## src/rtl/mips_pkg.sv

```systemverilog
// Shared encodings for the multi-cycle MIPS core:
// opcodes, functs, FSM states and ALU operation codes.
package mips_pkg;

  localparam logic [5:0] OP_RTYPE = 6'h00;
  localparam logic [5:0] OP_JAL   = 6'h03;
  localparam logic [5:0] OP_BEQ   = 6'h04;
  localparam logic [5:0] OP_ADDI  = 6'h08;
  localparam logic [5:0] OP_ANDI  = 6'h0C;
  localparam logic [5:0] OP_LW    = 6'h23;
  localparam logic [5:0] OP_SW    = 6'h2B;

  localparam logic [5:0] F_SLL = 6'h00;
  localparam logic [5:0] F_JR  = 6'h08;
  localparam logic [5:0] F_ADD = 6'h20;
  localparam logic [5:0] F_AND = 6'h24;
  localparam logic [5:0] F_NOR = 6'h27;
  localparam logic [5:0] F_SLT = 6'h2A;

  typedef enum logic [2:0] {
    S_FETCH,
    S_DECODE,
    S_EXEC,
    S_MEM,
    S_WB,
    S_HALT
  } state_e;

  typedef enum logic [3:0] {
    ALU_AND = 4'b0000,
    ALU_OR  = 4'b0001,
    ALU_ADD = 4'b0010,
    ALU_SLL = 4'b0011,
    ALU_SUB = 4'b0110,
    ALU_SLT = 4'b0111,
    ALU_NOR = 4'b1100
  } alu_op_e;

  function automatic logic [31:0] sext16(
    input logic [15:0] v
  );
    return {{16{v[15]}}, v};
  endfunction

endpackage

```

## src/rtl/mips_alu32.sv

```systemverilog
// Combinational 32-bit ALU: add, sub, and, or,
// nor, sll, signed slt, plus zero flag for beq.
module mips_alu32
  import mips_pkg::*;
(
  input  alu_op_e     op_i,
  input  logic [31:0] a_i,
  input  logic [31:0] b_i,
  input  logic [4:0]  shamt_i,
  output logic [31:0] y_o,
  output logic        zero_o
);

  logic lt;
  assign lt = $signed(a_i) < $signed(b_i);

  always_comb begin
    y_o = '0;
    unique case (op_i)
      ALU_AND: y_o = a_i & b_i;
      ALU_OR:  y_o = a_i | b_i;
      ALU_ADD: y_o = a_i + b_i;
      ALU_SUB: y_o = a_i - b_i;
      ALU_SLT: y_o = {31'b0, lt};
      ALU_NOR: y_o = ~(a_i | b_i);
      ALU_SLL: y_o = b_i << shamt_i;
      default: y_o = '0;
    endcase
  end

  assign zero_o = (y_o == '0);

endmodule

```

## src/rtl/mips_multicycle_core.sv

```systemverilog
// Multi-cycle MIPS subset core with a unified
// req/ready memory port, trapping and retire pulse.
module mips_multicycle_core
  import mips_pkg::*;
#(
  parameter int unsigned       ADDR_W           = 32,
  parameter logic [ADDR_W-1:0] RESET_PC         = '0,
  parameter bit                TRAP_ON_MISALIGN = 1'b1
) (
  input  logic              clock,
  input  logic              reset_n,
  output logic              mem_req,
  output logic              mem_we,
  output logic [ADDR_W-1:0] mem_addr,
  output logic [31:0]       mem_wdata,
  input  logic              mem_ready,
  input  logic [31:0]       mem_rdata,
  output logic              retire,
  output logic              trap,
  output logic              halted,
  output logic [ADDR_W-1:0] pc_out
);

  typedef logic [ADDR_W-1:0] addr_t;

  state_e      state_q, state_d;
  addr_t       pc_q, pc_d;
  addr_t       pc4_q, pc4_d;
  logic [31:0] ir_q, ir_d;
  logic [31:0] a_q, a_d;
  logic [31:0] b_q, b_d;
  logic [31:0] alu_q, alu_d;
  logic [31:0] mdr_q, mdr_d;
  logic        trap_q, trap_d;
  logic [31:0] rf_q [32];

  logic        rf_we;
  logic [4:0]  rf_waddr;
  logic [31:0] rf_wdata;
  logic        req_c, we_c, ret_c;
  addr_t       addr_c;
  logic [31:0] wdata_c;

  logic [5:0]  op, funct;
  logic [4:0]  rs, rt, rd, shamt;
  logic [15:0] imm;
  logic [25:0] tgt;
  logic [31:0] simm, zimm, rs_val, rt_val;

  assign op    = ir_q[31:26];
  assign rs    = ir_q[25:21];
  assign rt    = ir_q[20:16];
  assign rd    = ir_q[15:11];
  assign shamt = ir_q[10:6];
  assign funct = ir_q[5:0];
  assign imm   = ir_q[15:0];
  assign tgt   = ir_q[25:0];
  assign simm  = sext16(imm);
  assign zimm  = {16'b0, imm};

  assign rs_val = (rs == 5'd0) ? '0 : rf_q[rs];
  assign rt_val = (rt == 5'd0) ? '0 : rf_q[rt];

  logic is_r, i_addi, i_andi, i_lw, i_sw;
  logic i_beq, i_jal;
  logic f_add, f_and, f_nor, f_slt, f_sll, f_jr;
  logic legal;

  assign is_r   = (op == OP_RTYPE);
  assign i_addi = (op == OP_ADDI);
  assign i_andi = (op == OP_ANDI);
  assign i_lw   = (op == OP_LW);
  assign i_sw   = (op == OP_SW);
  assign i_beq  = (op == OP_BEQ);
  assign i_jal  = (op == OP_JAL);
  assign f_add  = is_r && (funct == F_ADD);
  assign f_and  = is_r && (funct == F_AND);
  assign f_nor  = is_r && (funct == F_NOR);
  assign f_slt  = is_r && (funct == F_SLT);
  assign f_sll  = is_r && (funct == F_SLL);
  assign f_jr   = is_r && (funct == F_JR);

  assign legal = f_add | f_and | f_nor | f_slt
               | f_sll | f_jr | i_addi | i_andi
               | i_lw | i_sw | i_beq | i_jal;

  alu_op_e     alu_op;
  logic [31:0] alu_b, alu_y;
  logic        alu_zero;

  always_comb begin
    alu_op = ALU_ADD;
    unique case (1'b1)
      f_and, i_andi: alu_op = ALU_AND;
      f_nor:         alu_op = ALU_NOR;
      f_slt:         alu_op = ALU_SLT;
      f_sll:         alu_op = ALU_SLL;
      i_beq:         alu_op = ALU_SUB;
      default:       alu_op = ALU_ADD;
    endcase
  end

  assign alu_b = (i_addi | i_lw | i_sw) ? simm
               : (i_andi ? zimm : b_q);

  mips_alu32 u_alu (
    .op_i    (alu_op),
    .a_i     (a_q),
    .b_i     (alu_b),
    .shamt_i (shamt),
    .y_o     (alu_y),
    .zero_o  (alu_zero)
  );

  logic [31:0] pc4_w;
  addr_t       br_pc, jal_pc, jr_pc, ea_addr;
  logic        mis_ls, mis_jr;

  assign pc4_w   = 32'(pc4_q);
  assign br_pc   = pc4_q + addr_t'({simm[29:0], 2'b00});
  assign jal_pc  = addr_t'({pc4_w[31:28], tgt, 2'b00});
  assign jr_pc   = addr_t'({a_q[31:2], 2'b00});
  assign ea_addr = addr_t'({alu_q[31:2], 2'b00});
  assign mis_ls  = TRAP_ON_MISALIGN && (alu_y[1:0] != 2'b00);
  assign mis_jr  = TRAP_ON_MISALIGN && (a_q[1:0] != 2'b00);

  always_comb begin
    state_d  = state_q;
    pc_d     = pc_q;
    pc4_d    = pc4_q;
    ir_d     = ir_q;
    a_d      = a_q;
    b_d      = b_q;
    alu_d    = alu_q;
    mdr_d    = mdr_q;
    trap_d   = trap_q;
    rf_we    = 1'b0;
    rf_waddr = '0;
    rf_wdata = '0;
    req_c    = 1'b0;
    we_c     = 1'b0;
    addr_c   = '0;
    wdata_c  = '0;
    ret_c    = 1'b0;
    unique case (state_q)
      S_FETCH: begin
        req_c  = 1'b1;
        addr_c = pc_q;
        if (mem_ready) begin
          ir_d    = mem_rdata;
          pc4_d   = pc_q + addr_t'(4);
          state_d = S_DECODE;
        end
      end
      S_DECODE: begin
        a_d = rs_val;
        b_d = rt_val;
        if (!legal) begin
          trap_d  = 1'b1;
          state_d = S_HALT;
        end else begin
          state_d = S_EXEC;
        end
      end
      S_EXEC: begin
        alu_d   = alu_y;
        state_d = S_WB;
        if (i_lw || i_sw) begin
          if (mis_ls) begin
            trap_d  = 1'b1;
            state_d = S_HALT;
          end else begin
            state_d = S_MEM;
          end
        end else if (i_beq) begin
          pc_d    = alu_zero ? br_pc : pc4_q;
          ret_c   = 1'b1;
          state_d = S_FETCH;
        end else if (i_jal) begin
          rf_we    = 1'b1;
          rf_waddr = 5'd31;
          rf_wdata = pc4_w;
          pc_d     = jal_pc;
          ret_c    = 1'b1;
          state_d  = S_FETCH;
        end else if (f_jr) begin
          if (mis_jr) begin
            trap_d  = 1'b1;
            state_d = S_HALT;
          end else begin
            pc_d    = jr_pc;
            ret_c   = 1'b1;
            state_d = S_FETCH;
          end
        end
      end
      S_MEM: begin
        req_c   = 1'b1;
        we_c    = i_sw;
        addr_c  = ea_addr;
        wdata_c = i_sw ? b_q : '0;
        if (mem_ready) begin
          if (i_sw) begin
            pc_d    = pc4_q;
            ret_c   = 1'b1;
            state_d = S_FETCH;
          end else begin
            mdr_d   = mem_rdata;
            state_d = S_WB;
          end
        end
      end
      S_WB: begin
        rf_we    = 1'b1;
        rf_waddr = is_r ? rd : rt;
        rf_wdata = i_lw ? mdr_q : alu_q;
        pc_d     = pc4_q;
        ret_c    = 1'b1;
        state_d  = S_FETCH;
      end
      S_HALT: state_d = S_HALT;
      default: state_d = S_HALT;
    endcase
  end

  always_ff @(posedge clock or negedge reset_n) begin
    if (!reset_n) begin
      state_q <= S_FETCH;
      pc_q    <= RESET_PC;
      pc4_q   <= '0;
      ir_q    <= '0;
      a_q     <= '0;
      b_q     <= '0;
      alu_q   <= '0;
      mdr_q   <= '0;
      trap_q  <= 1'b0;
    end else begin
      state_q <= state_d;
      pc_q    <= pc_d;
      pc4_q   <= pc4_d;
      ir_q    <= ir_d;
      a_q     <= a_d;
      b_q     <= b_d;
      alu_q   <= alu_d;
      mdr_q   <= mdr_d;
      trap_q  <= trap_d;
    end
  end

  always_ff @(posedge clock or negedge reset_n) begin
    if (!reset_n) begin
      for (int i = 0; i < 32; i++) rf_q[i] <= '0;
    end else if (rf_we && rf_waddr != 5'd0) begin
      rf_q[rf_waddr] <= rf_wdata;
    end
  end

  // reset_n gates the port so an in-flight request drops at once
  assign mem_req   = reset_n & req_c;
  assign mem_we    = reset_n & we_c;
  assign mem_addr  = reset_n ? addr_c : '0;
  assign mem_wdata = reset_n ? wdata_c : '0;
  assign retire    = ret_c;
  assign trap      = trap_q;
  assign halted    = (state_q == S_HALT);
  assign pc_out    = pc_q;

endmodule

```

## config.mk

```make
export PLATFORM = sky130hd
export DESIGN_NAME = mips_multicycle_core
export DESIGN_NICKNAME = d
export VERILOG_FILES = /design/src/rtl/mips_pkg.sv /design/src/rtl/mips_alu32.sv /design/src/rtl/mips_multicycle_core.sv
export SDC_FILE = /design/constraint.sdc
export NUM_CORES = 2
export LEC_CHECK = 0
export ABC_CLOCK_PERIOD_IN_PS = 10100
export CAP_MARGIN = 20
export CORE_ASPECT_RATIO = 1.25
export CORE_MARGIN = 4
export CORE_UTILIZATION = 30
export DETAILED_ROUTE_END_ITERATION = 10
export PLACE_DENSITY = 0.52
export SYNTH_ARGS = -nofsm -noshare
export SYNTH_HDL_FRONTEND = slang
export SYNTH_SLANG_ARGS = --single-unit
export TNS_END_PERCENT = 30
```

## constraint.sdc

```tcl
create_clock -name clock -period 10.1 [get_ports clock]
set_input_delay 2.02 -clock clock [delete_from_list [all_inputs] [get_ports clock]]
set_output_delay 2.02 -clock clock [all_outputs]
set_load 0.01 [all_outputs]
```

After elaboration in Yosys (flattened, before gate mapping)

Cells that the tools add are included.

Flip-flop bits (word level): 1252
Bits in latches: 0
RAM bits: 0
Memory bits (read-only): 0
Input port bits: 35
Output and inout port bits: 101
Word-level logic and storage cells: 207
Memories kept: 0

Add/sub/neg operators: 4
Multipliers: 0
Div/mod/pow operators: 0
Order comparisons: 5
Eq/ne operators: 34
Shift operators: 1
Mux-type cells: 72
Bitwise gates (word level): 22
Reduce and logical (&&, ||, !) cells: 28

Operators with widths:

| cell                                                     | number |
|---|---|
| bitwise mux 1024 bit                                     | 1 |
| 2-to-1 mux 32 bit                                        | 25 |
| binary-select mux 32 bit (select 5 bit)                  | 2 |
| case mux 32 bit (7 select lines)                         | 1 |
| demux 32 bit (select 5 bit)                              | 1 |
| case mux 32 bit (2 select lines)                         | 2 |
| case mux 32 bit (3 select lines)                         | 1 |
| adder 32 bit                                             | 2 |
| equality test 6 bit, second input constant               | 6 |
| adder 32 x 3 -> 32 bit, second input constant            | 1 |
| AND 32 bit                                               | 1 |
| zero test 32 bit                                         | 1 |
| < comparator 32 bit                                      | 1 |
| inverter 32 bit                                          | 1 |
| bitwise OR 32 bit                                        | 1 |
| left shift 32 x 5 -> 32 bit                              | 1 |
| subtractor 32 bit                                        | 1 |
| 2-to-1 mux 3 bit                                         | 10 |
| 2-to-1 mux 5 bit                                         | 4 |
| case mux 4 bit (5 select lines)                          | 1 |
| 2-to-1 mux 1 bit                                         | 19 |
| equality test 6 x 4 -> 1 bit, second input constant      | 3 |
| greater-or-equal comparator 6 bit, second input constant | 3 |
| inverter 5 -> 6 bit                                      | 3 |
| 34 further kinds                                         | 74 |

Depth between registers and ports, before layout

Depth after elaboration: 15
Gate-level depth with buffers: 30
Gate-level depth less buffers: 19

Cells and area by module

Synthesis repeated with hierarchy kept, for this count alone.

Cell total of the unflattened synthesis: 7118
Area, all modules: 73432.9 sq um

Modules (own cells, without submodules):

| module               | instances | cells each | area each (sq um) | seq. area each (sq um) |
|---|---|---|---|---|
| mips_multicycle_core | 1         | 5967       | 65390.2           | 31330.0 |
| mips_alu32           | 1         | 1151       | 8042.7            | 0.0 |

Worst setup path after synthesis

Ideal clock, no wire load.

Path kind: register to register
Start point: register ir_q[28]
End point: register pc_q[28] (netlist: pc_out[28])
Library setup time: 0.133 ns
Arrival: 6.132 ns
Data required time: 9.967 ns
Path slack: 3.835 ns
Cell stages (with the launch flop): 29
Buffers on the path: 9
Period minus slack after synthesis: 6.265 ns
Cell sequence: dfrtp_1 clkbuf_1 and4b_1 o21bai_1 buf_6 buf_6 buf_6 clkbuf_1 buf_1 clkbuf_1 nand2_1 nand2_1 inv_1 ha_1 nor2_1 a2111oi_0 or3_1 a2111oi_0 o31a_1 nor4_1 a31o_1 a21oi_1 nand4bb_1 nor4_4 and2_1 buf_6 buf_6 mux2i_1 a21boi_1

Longest elaborated chain between the ends: 12
Elaborated cells between the ends (all ways): 45
Those cells by class: add/sub: 2; order compare: 1; eq/ne: 16; shift: 1; mux: 9; bitwise: 5; reduce/logical: 11

Ends and longest elaborated chain:

| item                                                                       | RTL line                    | RTL |
|---|---|---|
| start: declaration                                                         | mips_multicycle_core.sv:29  | `logic [31:0] ir_q, ir_d;` |
| start signal: assignment                                                   | mips_multicycle_core.sv:241 | `ir_q <= ir_d;` |
| parallel branches: the longest is 12 deep, another holds subtractor 32 bit | --                          |  |
| end signal: assignment                                                     | mips_multicycle_core.sv:239 | `pc_q <= pc_d;` |
| end: declaration                                                           | mips_multicycle_core.sv:27  | `addr_t pc_q, pc_d;` |

Parallel ways; which one is timed is not known. The select of a mux whose other input is x is not followed.
A chain may end at the register's enable or synchronous reset.

Worst setup path in the final report

Start point: register ir_q[29]
End point: register pc_q[15] (netlist: pc_out[15])

The elaborated chain is that of the path after synthesis.

==> summary.md <==
| Metric | Value |
|---|---|
| Outcome | `finished, final reports clean` |
| Worst path required time | `around 11 ns` |
| Mapped Cells | `6998` |
| Clock sinks | `about 1300` |
| TritonCTS clock tree | `built` |
| FF-to-FF End | `pc_out[15]$_DFFE_PN0P_` |
| Netlist Area Pre-Place | `0.07212 mm^2` |
| Largest net degree at the start of global routing | `between 150 and 200` |
| CP arrival | `8.56 ns` |
| First-pass GRT wire length | `429100 um` |
| Number of routed nets with antenna violations | `0` |
| Routed vias | `slightly below 60000` |
| Hold slack | `0.3992 ns` |
| CP Launch Type | `register` |
| Asr flop ratio synth | `1.000` |
| Die Area | `0.2484 mm^2` |
| Synth area leaders | `dfrtp_1, mux4_2, a21oi_1` |
| R2R Setup Slk | `2.23 ns` |
| Critical Path Sink Type | `register` |
| Fin crit period | `slightly below 8 ns` |
| Total global routing overflow | `0` |
| Cell leakage power | `roughly 0.034 uW` |
| Register area | `between 0.03 and 0.04 mm^2` |
| Normalized max-slew margin | `0.1830` |
| WHS Endpoint | `rf_q[1014]$_DFFE_PN0P_` |
| Final nets | `around 7000` |
| Setup violations, final | `0` |
| Worst r2r src | `ir_q[29]$_DFFE_PN0P_` |
| Initial Util | `0.3009` |
| Finished Core Util | `0.3392` |
| Die Width | `approximately 450 um` |
| P&R area growth vs syn | `12.72%` |
| Fin crit share | `0.7792` |
| Cell accounting for the most synthesized area | `dfrtp_1` |
| Core Footprint | `~0.24 mm^2` |
| Clk root buf | `clkbuf_16` |
| CTS buffer count | `141` |
| Row cnt | `approximately 200` |
| VDD IR max | `208.1 uV` |
| Dpl hpwl | `198200 um` |
| Final Wtd Congestion | `approximately 1.0` |
| Worst Skew | `0.06759 ns` |
| Die H | `about 560 um` |
| I/O Buffers | `135` |
| Clock tree buffer depth | `4` |
| Post-CTS Setup Bufs | `0` |
| Max Cap Viol | `0` |
| Vias in the first global route | `between 50000 and 60000` |
| Reg2reg path depth | `21` |
| Fmax | `between 100 and 150 MHz` |
| Mapped Nets | `around 7200` |
| Setup tns final | `0 ns` |
| Drt drc | `0` |
| Critical path origin | `ir_q[29]$_DFFE_PN0P_` |
| Crit-path max FO | `18` |
| Yosys top cell area share | `0.4344` |
| Top_reg_cell synth | `dfrtp_1` |
| Critical hold path startpoint | `rf_q[1014]$_DFFE_PN0P_` |
| Area of the multi-input gates | `roughly 0.038 mm^2` |
| Fin. Hold Viols | `0` |
| Initial antenna violation count | `9` |
| RSZ-0062 raised after global routing | `false` |
| Pins over their slew limit | `0` |
| Fillcell total | `about 24000` |
| Drt wl/cell | `around 30 um` |
| Post-DR vias/cell | `5.786` |
| Clock transition at path regs | `about 0.060 ns` |
| Post-synth EDFFs | `0` |
| Min-delay worst type | `register to register` |
| Post-synthesis sequential area ratio | `0.4344` |
| Initial detailed-routing violation count | `~5900` |
| Detailed Route WL | `299400 um` |
| Critical path type | `register to register` |
| Synth top cells by count | `dfrtp_1, nand2_1, a21oi_1` |
| Total Routing Usage GR | `0.2364` |
| Post-CTS Resized | `0` |
| Final Non-Filler Cells | `between 10000 and 15000` |
| TritonRoute pass-1 iters | `8` |
| Hold path depth | `0` |
| Hold Buf Count CTS | `0` |
| Htree depth | `4` |
| Average footprint of a synthesized cell | `10.31 um^2` |
| Top-Level Pins | `approximately 140` |
| Dpl cells | `roughly 9800` |
| Yosys reg bits | `1252` |
| Share of cells above drive strength 1 | `0.1767` |
| Ys Warns | `0` |
| Cell with the most instances after synthesis | `dfrtp_1` |
| Pwr dens | `261.5 mW/mm^2` |
| Tightest Pin Transition | `~1.2 ns` |
| Worst-skew pair later-pin latency | `between 0.8 and 0.9 ns` |
| Synth cell types | `just under 90` |
routing by layer:
layer	global-route usage	up-vias	wire, um
met5	0	-	50
met4	0.1347	8	20500
met3	0.03674	698	19250
met2	0.3938	2521	143400
met1	0.2917	29720	116200
li1	-	25030	-
flip-flops by register name, indices dropped and copies added, names as in the netlist:
signal / flops
rf_q: 1024
b_q: 32
state_q: 3
ir_q: 32
a_q: 32
trap: 1
pc_out: 32
pc4_q: 32
alu_q: 32
mdr_q: 32
cell usage in the layout (no fill, tap or decap), types with 36 or more instances in the layout:
cell / netlist / final
a21oi_1: 741 / 707
a22o_1: 66 / 66
a31oi_1: 36 / 36
and2_1: 52 / 52
buf_4: 1 / 164
clkbuf_16: 0 / 143
clkdlybuf4s50_1: 0 / 134
dfrtp_1: 1252 / 1241
ha_1: 139 / 139
inv_1: 109 / 109
mux2_2: 168 / 168
mux2i_1: 152 / 152
mux4_2: 546 / 546
nand2_1: 817 / 803
nand2b_1: 50 / 49
nand3_1: 55 / 55
nor2_1: 702 / 683
nor2b_1: 39 / 37
nor3_1: 59 / 55
o211ai_1: 45 / 45
o21ai_0: 640 / 640
o22ai_1: 70 / 70
xnor2_1: 37 / 37
xor2_1: 39 / 39
how the worst max path moves through the flow:
| stage | end | cells past startpoint |
|---|---|---|
| finish | pc_out[15]$_DFFE_PN0P_ | 21 |
| global route | pc_out[16]$_DFFE_PN0P_ | 21 |
| CTS | retire | 10 |
| detailed placement | pc_out[15]$_DFFE_PN0P_ | 21 |
| global placement | pc_out[11]$_DFFE_PN0P_ | 21 |
| floorplan | pc_out[28]$_DFFE_PN0P_ | 28 |
worst max-delay path, stage by stage (launching register included):
cell	delay (ns)
dfrtp_1	0.77
nor4b_4	0.45
o21ba_1	0.91
nand2_1	0.16
nand2_1	0.15
inv_1	0.07
ha_1	0.34
nor2_1	0.19
o211ai_1	0.26
a31oi_1	0.45
nor3_1	0.21
o31ai_1	0.57
a41oi_1	0.31
a211o_1	0.36
a211o_1	0.34
nor2_1	0.70
and2_1	0.46
buf_4	0.26
and2_1	0.16
buf_4	0.25
mux2i_1	0.24
o21ai_1	0.09
report_power, final:
part | switching [uW] | internal, uW | total (uW)
registers | 1240 | 5510 | 6740
clock network | 2180 | 2990 | 5170
logic | 6050 | 3300 | 9350
area by class of cell:
| cell class | instances | area share |
|---|---|---|
| Inverter | 111 | 0.005125 |
| Clock inverter | 38 | 0.005479 |
| Clock buffer | 197 | 0.04922 |
| Timing Repair Buffer | 313 | 0.03534 |
| Multi-Input combinational cell | 4961 | 0.4705 |
| Antenna cell | 3 | 0.00009235 |
| Tap cell | 3146 | 0.04842 |
| Sequential cell | 1252 | 0.3858 |
kinds of logic after synthesis:
logic type / synth area share
fa+ha+maj: 0.02495
mux: 0.2181
buf+inv: 0.04169
simple gates: 0.1130
compound gates: 0.1586
flops: 0.4344
xor+xnor: 0.009230
metrics by stage:
step | setup WS [ns] | instance area [um^2] | total power [uW]
4_1_cts | 2.615 | 81250 | 21210
5_1_grt | 1.854 | 81290 | 22070
6_report | 2.230 | 81290 | 21260
3_5_place_dp | 2.683 | 76810 | 16010
2_1_floorplan | 3.835 | 72120 | 12040
3_3_place_gp | 2.643 | 76810 | 16020
No activity file was read; power rests on OpenSTA's default activity.
